--- src/rtl/s4_pkg.sv ---
// Shared widths, group flag codes and release record for the last arithmetic-encoder stage.
package s4_pkg;

    localparam int unsigned S4_RANGE_WIDTH      = 16;
    localparam int unsigned S4_LOW_WIDTH        = 24;
    localparam int unsigned S4_SYMBOL_WIDTH     = 4;
    localparam int unsigned S4_LUT_ADDR_WIDTH   = 8;
    localparam int unsigned S4_LUT_DATA_WIDTH   = 16;
    localparam int unsigned S4_BITSTREAM_WIDTH  = 8;
    localparam int unsigned S4_D_SIZE           = 5;
    localparam int unsigned S4_ADDR_CARRY_WIDTH = 4;

    typedef enum logic [2:0] {
        GrpNone  = 3'd0,
        GrpLit1  = 3'd1,
        GrpLit2  = 3'd2,
        GrpLit3  = 3'd3,
        GrpLit4  = 3'd4,
        GrpRun   = 3'd5,
        GrpRunT1 = 3'd6,
        GrpRunT2 = 3'd7
    } grp_flag_e;

    typedef enum logic [1:0] {
        InNone    = 2'd0,
        InA       = 2'd1,
        InAB      = 2'd2,
        InIllegal = 2'd3
    } in_flag_e;

    // One literal byte optionally followed by run_cnt copies of run_byte.
    typedef struct packed {
        logic                           lit_valid;
        logic [S4_BITSTREAM_WIDTH-1:0]  lit;
        logic [S4_BITSTREAM_WIDTH-1:0]  run_byte;
        logic [S4_ADDR_CARRY_WIDTH-1:0] run_cnt;
    } release_t;

endpackage

--- src/rtl/s4_carry_step.sv ---
// Combinational update of the held byte / pending 0xFF run for one incoming nine-bit byte.
module s4_carry_step
    import s4_pkg::*;
(
    input  logic                           en_i,
    input  logic [S4_BITSTREAM_WIDTH:0]    byte_i,
    input  logic [S4_BITSTREAM_WIDTH-1:0]  prev_i,
    input  logic                           prev_valid_i,
    input  logic [S4_ADDR_CARRY_WIDTH-1:0] run_i,
    output logic [S4_BITSTREAM_WIDTH-1:0]  prev_o,
    output logic                           prev_valid_o,
    output logic [S4_ADDR_CARRY_WIDTH-1:0] run_o,
    output release_t                       rel_o
);

    logic                          carry;
    logic [S4_BITSTREAM_WIDTH-1:0] value;

    assign carry = byte_i[S4_BITSTREAM_WIDTH];
    assign value = byte_i[S4_BITSTREAM_WIDTH-1:0];

    always_comb begin
        prev_o       = prev_i;
        prev_valid_o = prev_valid_i;
        run_o        = run_i;
        rel_o        = '0;
        if (en_i) begin
            if (!prev_valid_i) begin
                // First byte of the stream has nothing to carry into.
                prev_o       = value;
                prev_valid_o = 1'b1;
            end else if (!carry && (value == '1)) begin
                run_o = run_i + 1'b1;
            end else begin
                rel_o.lit_valid = 1'b1;
                rel_o.lit       = prev_i + {{(S4_BITSTREAM_WIDTH-1){1'b0}}, carry};
                rel_o.run_byte  = carry ? '0 : '1;
                rel_o.run_cnt   = run_i;
                prev_o          = value;
                run_o           = '0;
            end
        end
    end

endmodule

--- src/rtl/stage_4_carry_propagation.sv ---
// Final encoder stage: resolves carries into held bytes and emits one compact release group
// (literals plus at most one run) per cycle.
module stage_4_carry_propagation
    import s4_pkg::*;
(
    input  logic                          s4_clk,
    input  logic                          s4_reset,
    input  logic                          s4_flag_first,
    input  logic                          s4_final_flag,
    input  logic                          s4_final_flag_2_3,
    input  logic [S4_RANGE_WIDTH-1:0]     in_arith_bitstream_1,
    input  logic [S4_RANGE_WIDTH-1:0]     in_arith_bitstream_2,
    input  logic [S4_RANGE_WIDTH-1:0]     in_arith_range,
    input  logic [S4_LOW_WIDTH-1:0]       in_arith_low,
    input  logic [S4_D_SIZE-1:0]          in_arith_cnt,
    input  logic [1:0]                    in_arith_flag,
    output logic [S4_BITSTREAM_WIDTH-1:0] out_carry_bit_1,
    output logic [S4_BITSTREAM_WIDTH-1:0] out_carry_bit_2,
    output logic [S4_BITSTREAM_WIDTH-1:0] out_carry_bit_3,
    output logic [S4_BITSTREAM_WIDTH-1:0] out_carry_bit_4,
    output logic [S4_BITSTREAM_WIDTH-1:0] out_carry_bit_5,
    output logic [2:0]                    out_carry_flag_bitstream,
    output logic                          output_flag_last
);

    logic [S4_BITSTREAM_WIDTH-1:0]  prev_q, prev_d, prev_a, prev_b;
    logic                           prev_valid_q, prev_valid_d, prev_valid_a, prev_valid_b;
    logic [S4_ADDR_CARRY_WIDTH-1:0] run_q, run_d, run_a, run_b;
    logic                           pend_q, pend_d;
    release_t                       rel_a, rel_b, rel_f;
    in_flag_e                       in_flag;
    logic                           en_a, en_b, flush;

    logic [4:0][S4_BITSTREAM_WIDTH-1:0] slot, slot_q;
    logic [2:0]                         n_slot;
    logic                               have_run;
    grp_flag_e                          grp_flag, flag_q;
    logic                               last_q;
    release_t                           segs [3];

    logic unused_inputs;
    assign unused_inputs = ^{in_arith_range, in_arith_low, in_arith_cnt,
                             in_arith_bitstream_1[S4_RANGE_WIDTH-1:S4_BITSTREAM_WIDTH+1],
                             in_arith_bitstream_2[S4_RANGE_WIDTH-1:S4_BITSTREAM_WIDTH+1]};

    assign in_flag = in_flag_e'(in_arith_flag);
    assign en_a    = (in_flag == InA) || (in_flag == InAB);
    assign en_b    = (in_flag == InAB);
    assign flush   = (s4_final_flag && !s4_final_flag_2_3) || pend_q;

    s4_carry_step u_step_a (
        .en_i         (en_a),
        .byte_i       (in_arith_bitstream_1[S4_BITSTREAM_WIDTH:0]),
        .prev_i       (prev_q),
        .prev_valid_i (prev_valid_q),
        .run_i        (run_q),
        .prev_o       (prev_a),
        .prev_valid_o (prev_valid_a),
        .run_o        (run_a),
        .rel_o        (rel_a)
    );

    s4_carry_step u_step_b (
        .en_i         (en_b),
        .byte_i       (in_arith_bitstream_2[S4_BITSTREAM_WIDTH:0]),
        .prev_i       (prev_a),
        .prev_valid_i (prev_valid_a),
        .run_i        (run_a),
        .prev_o       (prev_b),
        .prev_valid_o (prev_valid_b),
        .run_o        (run_b),
        .rel_o        (rel_b)
    );

    // Flush releases whatever is still held after this cycle's bytes.
    always_comb begin
        rel_f = '0;
        if (flush) begin
            rel_f.lit_valid = prev_valid_b;
            rel_f.lit       = prev_b;
            rel_f.run_byte  = '1;
            rel_f.run_cnt   = run_b;
        end
    end

    // Only a run directly preceded by exactly one literal can use the run encoding;
    // any other run (always length 1 in legal streams) is emitted as a literal.
    always_comb begin
        segs[0]  = rel_a;
        segs[1]  = rel_b;
        segs[2]  = rel_f;
        slot     = '0;
        n_slot   = '0;
        have_run = 1'b0;
        for (int s = 0; s < 3; s++) begin
            if (segs[s].lit_valid && (n_slot < (have_run ? 3'd5 : 3'd4))) begin
                slot[n_slot] = segs[s].lit;
                n_slot       = n_slot + 3'd1;
            end
            if (segs[s].run_cnt != '0) begin
                if (!have_run && (n_slot == 3'd1)) begin
                    slot[1]                          = segs[s].run_byte;
                    slot[2][S4_ADDR_CARRY_WIDTH-1:0] = segs[s].run_cnt;
                    n_slot                           = 3'd3;
                    have_run                         = 1'b1;
                end else if (n_slot < (have_run ? 3'd5 : 3'd4)) begin
                    slot[n_slot] = segs[s].run_byte;
                    n_slot       = n_slot + 3'd1;
                end
            end
        end
        grp_flag = have_run ? grp_flag_e'(n_slot + 3'd2) : grp_flag_e'(n_slot);
    end

    always_comb begin
        prev_d       = prev_b;
        prev_valid_d = prev_valid_b;
        run_d        = run_b;
        pend_d       = s4_final_flag && s4_final_flag_2_3 && !pend_q;
        if (flush) begin
            prev_d       = '0;
            prev_valid_d = 1'b0;
            run_d        = '0;
            pend_d       = 1'b0;
        end
    end

    always_ff @(posedge s4_clk or negedge s4_reset) begin
        if (!s4_reset) begin
            prev_q       <= '0;
            prev_valid_q <= 1'b0;
            run_q        <= '0;
            pend_q       <= 1'b0;
            slot_q       <= '0;
            flag_q       <= GrpNone;
            last_q       <= 1'b0;
        end else if (s4_flag_first) begin
            prev_q       <= '0;
            prev_valid_q <= 1'b0;
            run_q        <= '0;
            pend_q       <= 1'b0;
            slot_q       <= '0;
            flag_q       <= GrpNone;
            last_q       <= 1'b0;
        end else begin
            prev_q       <= prev_d;
            prev_valid_q <= prev_valid_d;
            run_q        <= run_d;
            pend_q       <= pend_d;
            slot_q       <= slot;
            flag_q       <= grp_flag;
            last_q       <= flush;
        end
    end

    assign out_carry_bit_1          = slot_q[0];
    assign out_carry_bit_2          = slot_q[1];
    assign out_carry_bit_3          = slot_q[2];
    assign out_carry_bit_4          = slot_q[3];
    assign out_carry_bit_5          = slot_q[4];
    assign out_carry_flag_bitstream = flag_q;
    assign output_flag_last         = last_q;

endmodule

--- config.mk ---
export PLATFORM = sky130hd
export DESIGN_NAME = stage_4_carry_propagation
export DESIGN_NICKNAME = d
export VERILOG_FILES = /design/src/rtl/s4_pkg.sv /design/src/rtl/s4_carry_step.sv /design/src/rtl/stage_4_carry_propagation.sv
export SDC_FILE = /design/constraint.sdc
export NUM_CORES = 1
export LEC_CHECK = 0
export CORE_ASPECT_RATIO = 2
export CORE_MARGIN = 10
export CORE_UTILIZATION = 52
export CTS_CLUSTER_DIAMETER = 150
export DETAILED_ROUTE_END_ITERATION = 7
export HOLD_SLACK_MARGIN = 0.1
export PLACE_DENSITY = 0.87
export SLEW_MARGIN = 20
export SYNTH_ARGS = -nofsm -noshare
export SYNTH_HDL_FRONTEND = slang
export SYNTH_SLANG_ARGS = --single-unit
--- constraint.sdc ---
create_clock -name s4_clk -period 9.05 [get_ports s4_clk]
set_clock_uncertainty 0.2 [all_clocks]
set_input_delay 1.81 -clock s4_clk [delete_from_list [all_inputs] [get_ports s4_clk]]
set_output_delay 1.81 -clock s4_clk [all_outputs]
set_load 0.02 [all_outputs]
After elaboration in Yosys (flattened, before gate mapping)
Cells that the tools add are included.
{"block": "op_classes", "n_mux": 88, "n_eq_ne": 7, "order_cmp": 15, "add_sub_neg": 10, "n_reduce_logical": 25}
{"cell": "2-to-1 mux 40 bit", "n": 9}
{"cell": "bitwise mux 40 bit", "n": 5}
{"cell": "2-to-1 mux 8 bit", "n": 19}
{"cell": "2-to-1 mux 21 bit", "n": 7}
{"cell": "demux 8 bit (select 3 bit)", "n": 5}
{"cell": "2-to-1 mux 20 bit", "n": 3}
{"cell": "2-to-1 mux 3 bit", "n": 13}
{"cell": "2-to-1 mux 12 bit", "n": 3}
{"cell": "2-to-1 mux 4 bit", "n": 8}
{"cell": "less-than comparator 3 x 4 -> 1 bit (second input constant)", "n": 5}
{"cell": "adder 8 x 1 -> 8 bit", "n": 2}
{"cell": "equality test 8 bit (second input constant)", "n": 2}
{"cell": "2-to-1 mux 1 bit", "n": 16}
{"cell": "adder 3 x 1 -> 3 bit (second input constant)", "n": 5}
{"cell": "greater-or-equal comparator 3 x 1 -> 1 bit (second input constant)", "n": 5}
{"cell": "logical AND 1 bit", "n": 14}
{"cell": "less-than comparator 3 bit", "n": 4}
{"cell": "nonzero test 4 bit", "n": 3}
{"cell": "equality test 3 x 1 -> 1 bit (second input constant)", "n": 3}
{"cell": "adder 4 x 1 -> 4 bit (second input constant)", "n": 2}
{"cell": "zero test 1 bit", "n": 6}
{"cell": "adder 3 x 2 -> 3 bit (second input constant)", "n": 1}
{"cell": "less-than comparator 3 bit (second input constant)", "n": 1}
{"cell": "equality test 2 x 1 -> 1 bit (second input constant)", "n": 1}
{"cell": "other kinds (2)", "n": 3}
{"block": "word_totals", "output_inout_bits": 44, "regBits": 58, "wordCells": 156, "input_bits": 84}

Depth between registers and ports, before layout
Gate-level depths: netlist of the first run.
{"block": "logic_depth", "word_depth": 30, "depth_mapped": 22, "ltp_nobuf": 19}

Hierarchy
A second synthesis of the first run with hierarchy kept.
{"block": "unflattened", "hier_cells": 561, "hier_area_um2": 4760.8}
{"module": "stage_4_carry_propagation", "cells_per_inst": 407, "instances": 1, "area_each_um2": 3699.8}
{"module": "s4_carry_step", "cells_per_inst": 77, "instances": 2, "area_each_um2": 530.5}

Worst setup path before layout of the first run
Ideal clock, no wire load.
{"block": "synth_path", "path_type": "input port to flip-flop", "start": "in in_arith_flag[0]", "end": "reg slot_q, in the netlist out_carry_bit_5[6]", "path_slack_ns": 3.372, "stages": 19, "setup_ns": 0.078, "t_arrival_ns": 5.400, "t_required_ns": 8.772, "cell_sequence": "inv_1 ha_1 buf_2 nand2b_1 buf_2 nor2_1 clkbuf_1 ha_1 clkbuf_1 or3_1 mux2i_1 nor2_4 ha_1 nand2_1 nor3_1 a21oi_2 nand4_1 o21a_1 a21oi_1"}
{"block": "synth_between", "elab_chain_cells": 28, "word_cells_on_any_way": 98}
{"element": "start, declared", "line_no": "stage_4_carry_propagation.sv:16", "rtl": "input logic [1:0] in_arith_flag,"}
{"element": "branches (longest 26 deep; another with adder 3 x 1 -> 3 bit)"}
{"element": "2-to-1 mux 40 bit *", "line_no": "stage_4_carry_propagation.sv:100", "rtl": "if (segs[s].run_cnt != '0) begin"}
{"element": "2-to-1 mux 40 bit *", "line_no": "stage_4_carry_propagation.sv:137", "rtl": "end else if (s4_flag_first) begin"}
{"element": "end signal, assigned", "line_no": "stage_4_carry_propagation.sv:150", "rtl": "slot_q <= slot;"}
{"element": "end, declared", "line_no": "stage_4_carry_propagation.sv:34", "rtl": "logic [4:0][S4_BITSTREAM_WIDTH-1:0] slot, slot_q;"}
Every way passes the cells marked *.

Worst setup path after layout of the first run
{"block": "layout_path", "start": "in in_arith_flag[0]", "end": "reg slot_q, in the netlist out_carry_bit_1[1]"}
{"block": "layout_between", "elab_chain_cells": 28, "word_cells_on_any_way": 99}
{"element": "branches (longest 26 deep; another with adder 3 x 1 -> 3 bit)"}
{"element": "2-to-1 mux 40 bit *", "line_no": "stage_4_carry_propagation.sv:100"}
{"element": "2-to-1 mux 40 bit *", "line_no": "stage_4_carry_propagation.sv:137"}
Marked as above.

==> metrics.md, run 1 <==
| Metric | Value |
|---|---|
| Post-synth ARST share | `100%` |
| Rel. slew slack | `between 30% and 40%` |
| Largest net degree at the start of global routing | `59` |
| Setup Crit Path Kind | `in -> reg` |
| Clock sinks | `between 50 and 60` |
| Fillers | `716` |
| Ant diodes | `0` |
| Clock Tree Root | `clkbuf_16` |
| Hold-fix buffers, CTS | `0` |
| Slew @ Worst Pin | `977 ps` |
| Starting Density | `a little over half` |
| Post-CTS sizing | `0` |
| Most instantiated cells after synthesis | `dfrtp_1, nand2_1, nor2_1, o21ai_0, nand3_1` |
| Syn Area/Cell | `8.32 sq um` |
| Post-synthesis adder-cell area fraction | `3.18%` |
| Height of the die | `about 150 um` |
| LEAKAGE | `2.15 nW` |
| Fin util | `65.0%` |
| Top cells by area, synth | `dfrtp_1, mux2i_1, nand2_1, nor2_1, o21ai_0` |
| Max clock buf depth | `2` |
| Total wire length | `13.4 mm` |
| Netlist cell types | `73` |
| Status | `completed` |
| Share of cells above drive strength 1 | `9.00%` |
| Number of antenna violations at the first check in global routing | `0` |
| GP Congestion | `0.930` |
| Synthesized area | `4330 sq um` |
| Vias in the first global route | `4253` |
| Num CTS Buffers | `9` |
| Power per cell area | `roughly 140 nW/um^2` |
| Final setup fails | `0` |
| Core box area | `between 8000 and 9000 sq um` |
| Setup bufs post-CTS | `0` |
| CP max FO | `16` |
| Die area | `12600 sq um` |
| Die width | `84.5 um` |
| Dpl cell area | `5040 sq um` |
| Num ports | `around 130` |
| Drt drc | `0` |
| Post-DRT Antenna Nets | `0` |
| Vias post-DR | `4308` |
| Max-slew violations | `0` |
| P&R area growth vs syn | `22.8%` |
| Crit. End Element | `flop` |
| Total power | `around 0.00074 W` |
| RSZ-0062 raised after global routing | `no` |
| Hold Violations, Final | `0` |
| Synth Area in Compound Gates | `roughly 22%` |
| Post-synth EDFFs | `0` |
| Post-DP HPWL | `10.4 mm` |
| Min Tclk post-route | `6860 ps` |
| CTS tree | `yes` |
| Clock-pin slew on the worst setup and hold paths | `roughly 50 ps` |
| Wire per inst | `19.9 um` |
| Synthesized flop and latch total | `58` |
| Final net count | `668` |
| Post-Synth Simple-Gate Area | `26.9%` |
| Largest family of logic cells by synthesized area | `simple AND/OR/NAND/NOR gates` |
| Mux cell area share after synthesis | `under 10%` |
| Cell count after synthesis | `520` |
| Maximum VDD drop | `approximately 0.09 mV` |
| Fin Setup TNS | `0 ps` |
| Area share of the largest cell type after synthesis | `33.6%` |
| Via/cell ratio | `6.37` |
| Synth area leader | `dfrtp_1` |
| Synth Flop Type | `dfrtp_1` |
| Final Cycle Share | `between 70% and 80%` |
| IO Port Bufs | `68` |
| Critical Path AT | `a little under 7000 ps` |
| XOR/XNOR share of the synthesized area | `3.82%` |
| First-pass GRT wire length | `around 22 mm` |
| Register area share after synthesis | `33.6%` |
| First drt pass iteration count | `5` |
| Remaining global-route overflow | `0` |
| DRT iter0 DRCs | `~450` |
| Worst setup SP type | `input pin` |
| Required @ worst endpoint | `9090 ps` |
| F_max | `146 MHz` |
| Overall routing resource usage | `between 20% and 30%` |
| MaxCap Viol Count | `0` |
| Syn_nets | `between 600 and 700` |
| Post-route cell area | `5310 sq um` |
| Hold crit path type | `reg -> reg` |
| Synth warn | `0` |
| Core Rows | `47` |
| Later-pin clock latency in the skew report | `between 300 and 400 ps` |
| CTS H-tree lvls | `3` |
-- cell families after synthesis --
logic type,Yosys count
adders and majority gates,11
buffers and inverters,40
AOI/OAI and AO/OA,143
muxes,27
xor gates and xnor gates,18
and+or+nand+nor,223
DFF,58
-- report_power, final --
group	internal [W]	total [W]	switching [W]
sequential	0.000268	0.000274	0.00000598
clock	0.000191	0.000315	0.000125
combinational	0.0000548	0.000147	0.0000921
total	0.000513	0.000736	0.000223
-- metal layers --
metal	GRT usage [%]	part of all wire, %
met1	20.1	34
met2	38.9	54
met3	6.13	7.1
met4	11.8	4.5
met5	0	0
-- final timing paths --
kind	startpoint	end	slack (ps)	cells past startpoint
max	in_arith_flag[0]	out_carry_bit_1[1]	2190	21
min	pend_q	pend_q	440	2
max reg2reg	prev_valid_q	out_carry_bit_1[1]	4140	18
min reg2reg	pend_q	pend_q	440	2
max in group asynchronous	s4_reset	out_carry_flag_bitstream[1]	6760	2
min in group asynchronous	s4_reset	prev_valid_q	1400	2
-- flip-flops by register name (all words and copies together) (netlist names) --
name	flops
out_carry_bit_5	8
out_carry_bit_4	8
pend_q	1
out_carry_bit_1	8
prev_q	8
out_carry_bit_3	8
out_carry_bit_2	8
output_flag_last	1
prev_valid_q	1
run_q	4
out_carry_flag_bitstream	3
-- cell usage in the layout, fill, tap and decap left out, types with 8 or more instances in the layout --
cell,netlist,routed
a31oi_1,24,24
xnor2_1,9,9
clkdlybuf4s50_1,0,67
dfrtp_1,58,58
a21oi_1,33,33
inv_1,9,9
nand2_1,58,58
nor2b_1,11,11
mux2i_1,22,22
clkbuf_16,0,9
xor2_1,8,8
o21ai_0,35,35
nor2_1,49,49
nor3_1,8,8
nand3_1,34,34
ha_1,11,11
-- area by class of cell --
cell class / instances / area [sq um] / share of cell area (%)
Clock inverter: 5 / 30.0 / 0.566
Sequential cell: 58 / 1450 / 27.3
Inverter: 9 / 33.8 / 0.636
Multi-Input combinational cell: 422 / 2720 / 51.2
Tap cell: 98 / 123 / 2.31
Timing Repair Buffer: 73 / 713 / 13.4
Clock buffer: 11 / 243 / 4.57
-- per-stage QoR --
| stage | hold slack (ps) | setup slack [ps] | cells |
|---|---|---|---|
| after floorplan | 374 | 3370 | 520 |
| after global routing | 467 | 1990 | 676 |
| after detailed placement | 433 | 1990 | 660 |
| final | 439 | 2190 | 676 |
| after CTS | 444 | 2320 | 676 |
| after global placement | 407 | 2080 | 660 |
-- worst max-delay path, stage by stage --
cell	delay, ps
clkdlybuf4s50_1	450
inv_1	40
ha_1	400
nand2b_1	350
nor2_1	160
buf_4	200
inv_1	130
nor2_1	220
inv_1	70
ha_1	400
nand3b_1	240
nor2_1	60
or4_1	570
nor2_4	230
ha_1	190
nand2_1	80
nor3_1	190
a21oi_2	140
nor2_1	270
nand3_1	380
a31oi_1	330
Power figures use the tool's default switching activity.
==> inputs of run 2 (changes only) <==
Settings changed: CORE_UTILIZATION 52 to 44, PLACE_DENSITY 0.87 to 0.78.
Clock period 9.05 ns to 5.5 ns, I/O delays scaled along.
==> metrics.md, run 2 (same netlist as run 1, synthesis figures left out) <==
| Metric | Value |
|---|---|
| Status | `completed (unchanged)` |
| Register Area | `1450 sq um (unchanged)` |
| Maximum VDD drop | `0.159 mV (was 0.0900 mV)` |
| Max-slew violations | `0 (unchanged)` |
| Min Tclk post-route | `around 5000 ps` |
| Share of cells above drive strength 1 | `13.1% (was 9.00%)` |
| Crit. End Element | `flop (unchanged)` |
| Setup Crit Path Kind | `in -> reg (unchanged)` |
| Height of the die | `160 um (was 149 um)` |
| RSZ-0062 raised after global routing | `no (unchanged)` |
| Post-DP HPWL | `11.0 mm (was 10.4 mm)` |
| Hold Violations, Final | `0 (unchanged)` |
| Ant diodes | `0 (unchanged)` |
| Clock share of power | `43.7% (was 42.9%)` |
| Post-route cell area | `5570 sq um (was 5310 sq um)` |
| Internal | `0.000881 W (was 0.000513 W)` |
| Vias post-DR | `4361 (was 4308)` |
| Starting Density | `44.6% (was 52.9%)` |
| Reg2reg path depth | `14 (was 18)` |
| Worst setup SP type | `input pin (unchanged)` |
| Worst r2r src | `run_q[2] (was prev_valid_q)` |
| Number of antenna violations at the first check in global routing | `0 (unchanged)` |
| Post-CTS sizing | `0 (unchanged)` |
| Commonest non-fill, non-tap cell in the layout | `clkdlybuf4s50_1 (unchanged)` |
| F_max | `201 MHz` |
| Vias in the first global route | `4229 (was 4253)` |
| IO Port Bufs | `68 (unchanged)` |
| Setup WS pre-CTS | `214 ps (was 1990 ps)` |
| Core Rows | `51 (was 47)` |
| Sw power | `0.000376 W (was 0.000223 W)` |
| Sequential Power Share | `35.8% (was 37.2%)` |
| Overall routing resource usage | `19.0% (was 21.1%)` |
| Switching share of power | `29.9% (was 30.3%)` |
| Core box area | `9700 sq um (was 8170 sq um)` |
| CTS tree | `yes (unchanged)` |
| Num ports | `128 (unchanged)` |
| First-pass GRT wire length | `22.1 mm (was 21.5 mm)` |
| Drt drc | `0 (unchanged)` |
| Final Cycle Share | `90.3%` |
| CTS H-tree lvls | `3 (unchanged)` |
| Dpl cell area | `5280 sq um (was 5040 sq um)` |
| Later-pin clock latency in the skew report | `340 ps (was 350 ps)` |
| Total wire length | `13.9 mm (was 13.4 mm)` |
| GP Congestion | `0.954 (was 0.930)` |
| Fin Setup TNS | `0 ps (unchanged)` |
| Post-DRT Antenna Nets | `0 (unchanged)` |
| Die width | `90.1 um (was 84.5 um)` |
| Largest net degree at the start of global routing | `59 (unchanged)` |
| Most frequent cells in the layout | `clkdlybuf4s50_1, nand2_1, dfrtp_1 (unchanged)` |
| Power per cell area | `226 nW/um^2 (was 139 nW/um^2)` |
| MaxCap Viol Count | `0 (unchanged)` |
| Critical path origin | `in_arith_flag[0] (unchanged)` |
| P&R area growth vs syn | `28.7% (was 22.8%)` |
| End of the critical path | `out_carry_bit_5[4] (was out_carry_bit_1[1])` |
| Die area | `14400 sq um (was 12600 sq um)` |
| CP max FO | `8 (was 16)` |
| Hold crit path type | `reg -> reg (unchanged)` |
| Remaining global-route overflow | `0 (unchanged)` |
| Final net count | `694 (was 668)` |
| Clock sinks | `58 (unchanged)` |
| LEAKAGE | `2.29 nW (was 2.15 nW)` |
| Rel. slew slack | `39.8% (was 34.3%)` |
| Reg2reg setup slack | `1450 ps (was 4140 ps)` |
| Hold-fix buffers, CTS | `0 (unchanged)` |
| Final setup fails | `0 (unchanged)` |
| Num CTS Buffers | `9 (unchanged)` |
| Max clock buf depth | `2 (unchanged)` |
| Logic pwr share | `20.5% (was 20.0%)` |
| Via/cell ratio | `5.93 (was 6.37)` |
| Fillers | `899 (was 716)` |
| Area occupied by multi-input gates | `2720 sq um (unchanged)` |
| Reg2reg end | `out_carry_bit_5[4] (was out_carry_bit_1[1])` |
| Slew @ Worst Pin | `894 ps (was 977 ps)` |
| Clock Tree Root | `clkbuf_16 (unchanged)` |
| Setup bufs post-CTS | `0 (unchanged)` |
| DRT iter0 DRCs | `361 (was 452)` |
| Clock-pin slew on the worst setup and hold paths | `50 ps (about the same)` |
| Wire per inst | `18.9 um (was 19.9 um)` |
| Final worst slack | `535 ps (was 2190 ps)` |
| Required @ worst endpoint | `5550 ps (was 9090 ps)` |
| Critical Path AT | `5020 ps (was 6910 ps)` |
| First drt pass iteration count | `6 (was 5)` |
## run 2: cell count changes in the layout (fill, tap and decap cells not counted)
cell | before | now
clkbuf_8 | 1 | 3
buf_4 | 5 | 31
clkinv_2 | 3 | 2
clkbuf_1 | 1 | 0
## run 2: worst min path at each step
stage | from | end | cells after the start
global placement | pend_q | pend_q | 2
CTS | pend_q | pend_q | 2
floorplan | pend_q | run_q[0] | 3
finish | pend_q | pend_q | 2
global route | pend_q | pend_q | 2
detailed placement | pend_q | pend_q | 2
## run 2: layout make-up
class / count / area share (%)
Inverter: 9 / 0.607
Sequential cell: 58 / 26.1
Clock inverter: 4 / 0.450
Tap cell: 132 / 2.97
Timing Repair Buffer: 99 / 16.3
Clock buffer: 12 / 4.79
Multi-Input combinational cell: 422 / 48.8
## run 2: critical path, stage by stage
cell and delay (ps):
clkdlybuf4s50_1 450, inv_1 40, ha_1 300, nand2b_1 170, nor2_1 160, inv_1 80, nor2_1 180, ha_1 320
nand3b_1 150, nor2_1 50, or4_1 570, nor2_4 130, ha_1 150, nand2_1 80, a21oi_2 340, buf_4 200
nand4_1 90, o21a_1 290, a21oi_1 180
## run 2: through the flow
stage | total power (W) | hold WS, ps | utilization (%) | std cells
after global placement | 0.000707 | 410 | 54.4 | 720
after global routing | 0.00129 | 467 | 57.4 | 736
final | 0.00126 | 434 | 57.4 | 736
after floorplan | 0.000605 | 374 | - | 520
after detailed placement | 0.000711 | 427 | 54.4 | 720
after CTS | 0.00126 | 441 | 57.4 | 736
## run 2: power by group through the flow
stage / clock network [W] / logic, W / registers [W]
after CTS: 0.000551 / 0.000255 / 0.000450
final: 0.000549 / 0.000258 / 0.000450
after global placement: 0 / 0.000251 / 0.000456
after floorplan: 0 / 0.000140 / 0.000464
after detailed placement: 0 / 0.000254 / 0.000457
after global routing: 0.000565 / 0.000277 / 0.000452
## run 2: metal layers
metal | wire [um] | global-route usage [%] | vias up
met5 | 0 | 0 | -
met4 | 743 | 12.2 | 0
met3 | 728 | 4.04 | 57
met2 | 7580 | 35.4 | 186
met1 | 4880 | 18.2 | 2054
li1 | - | - | 2064
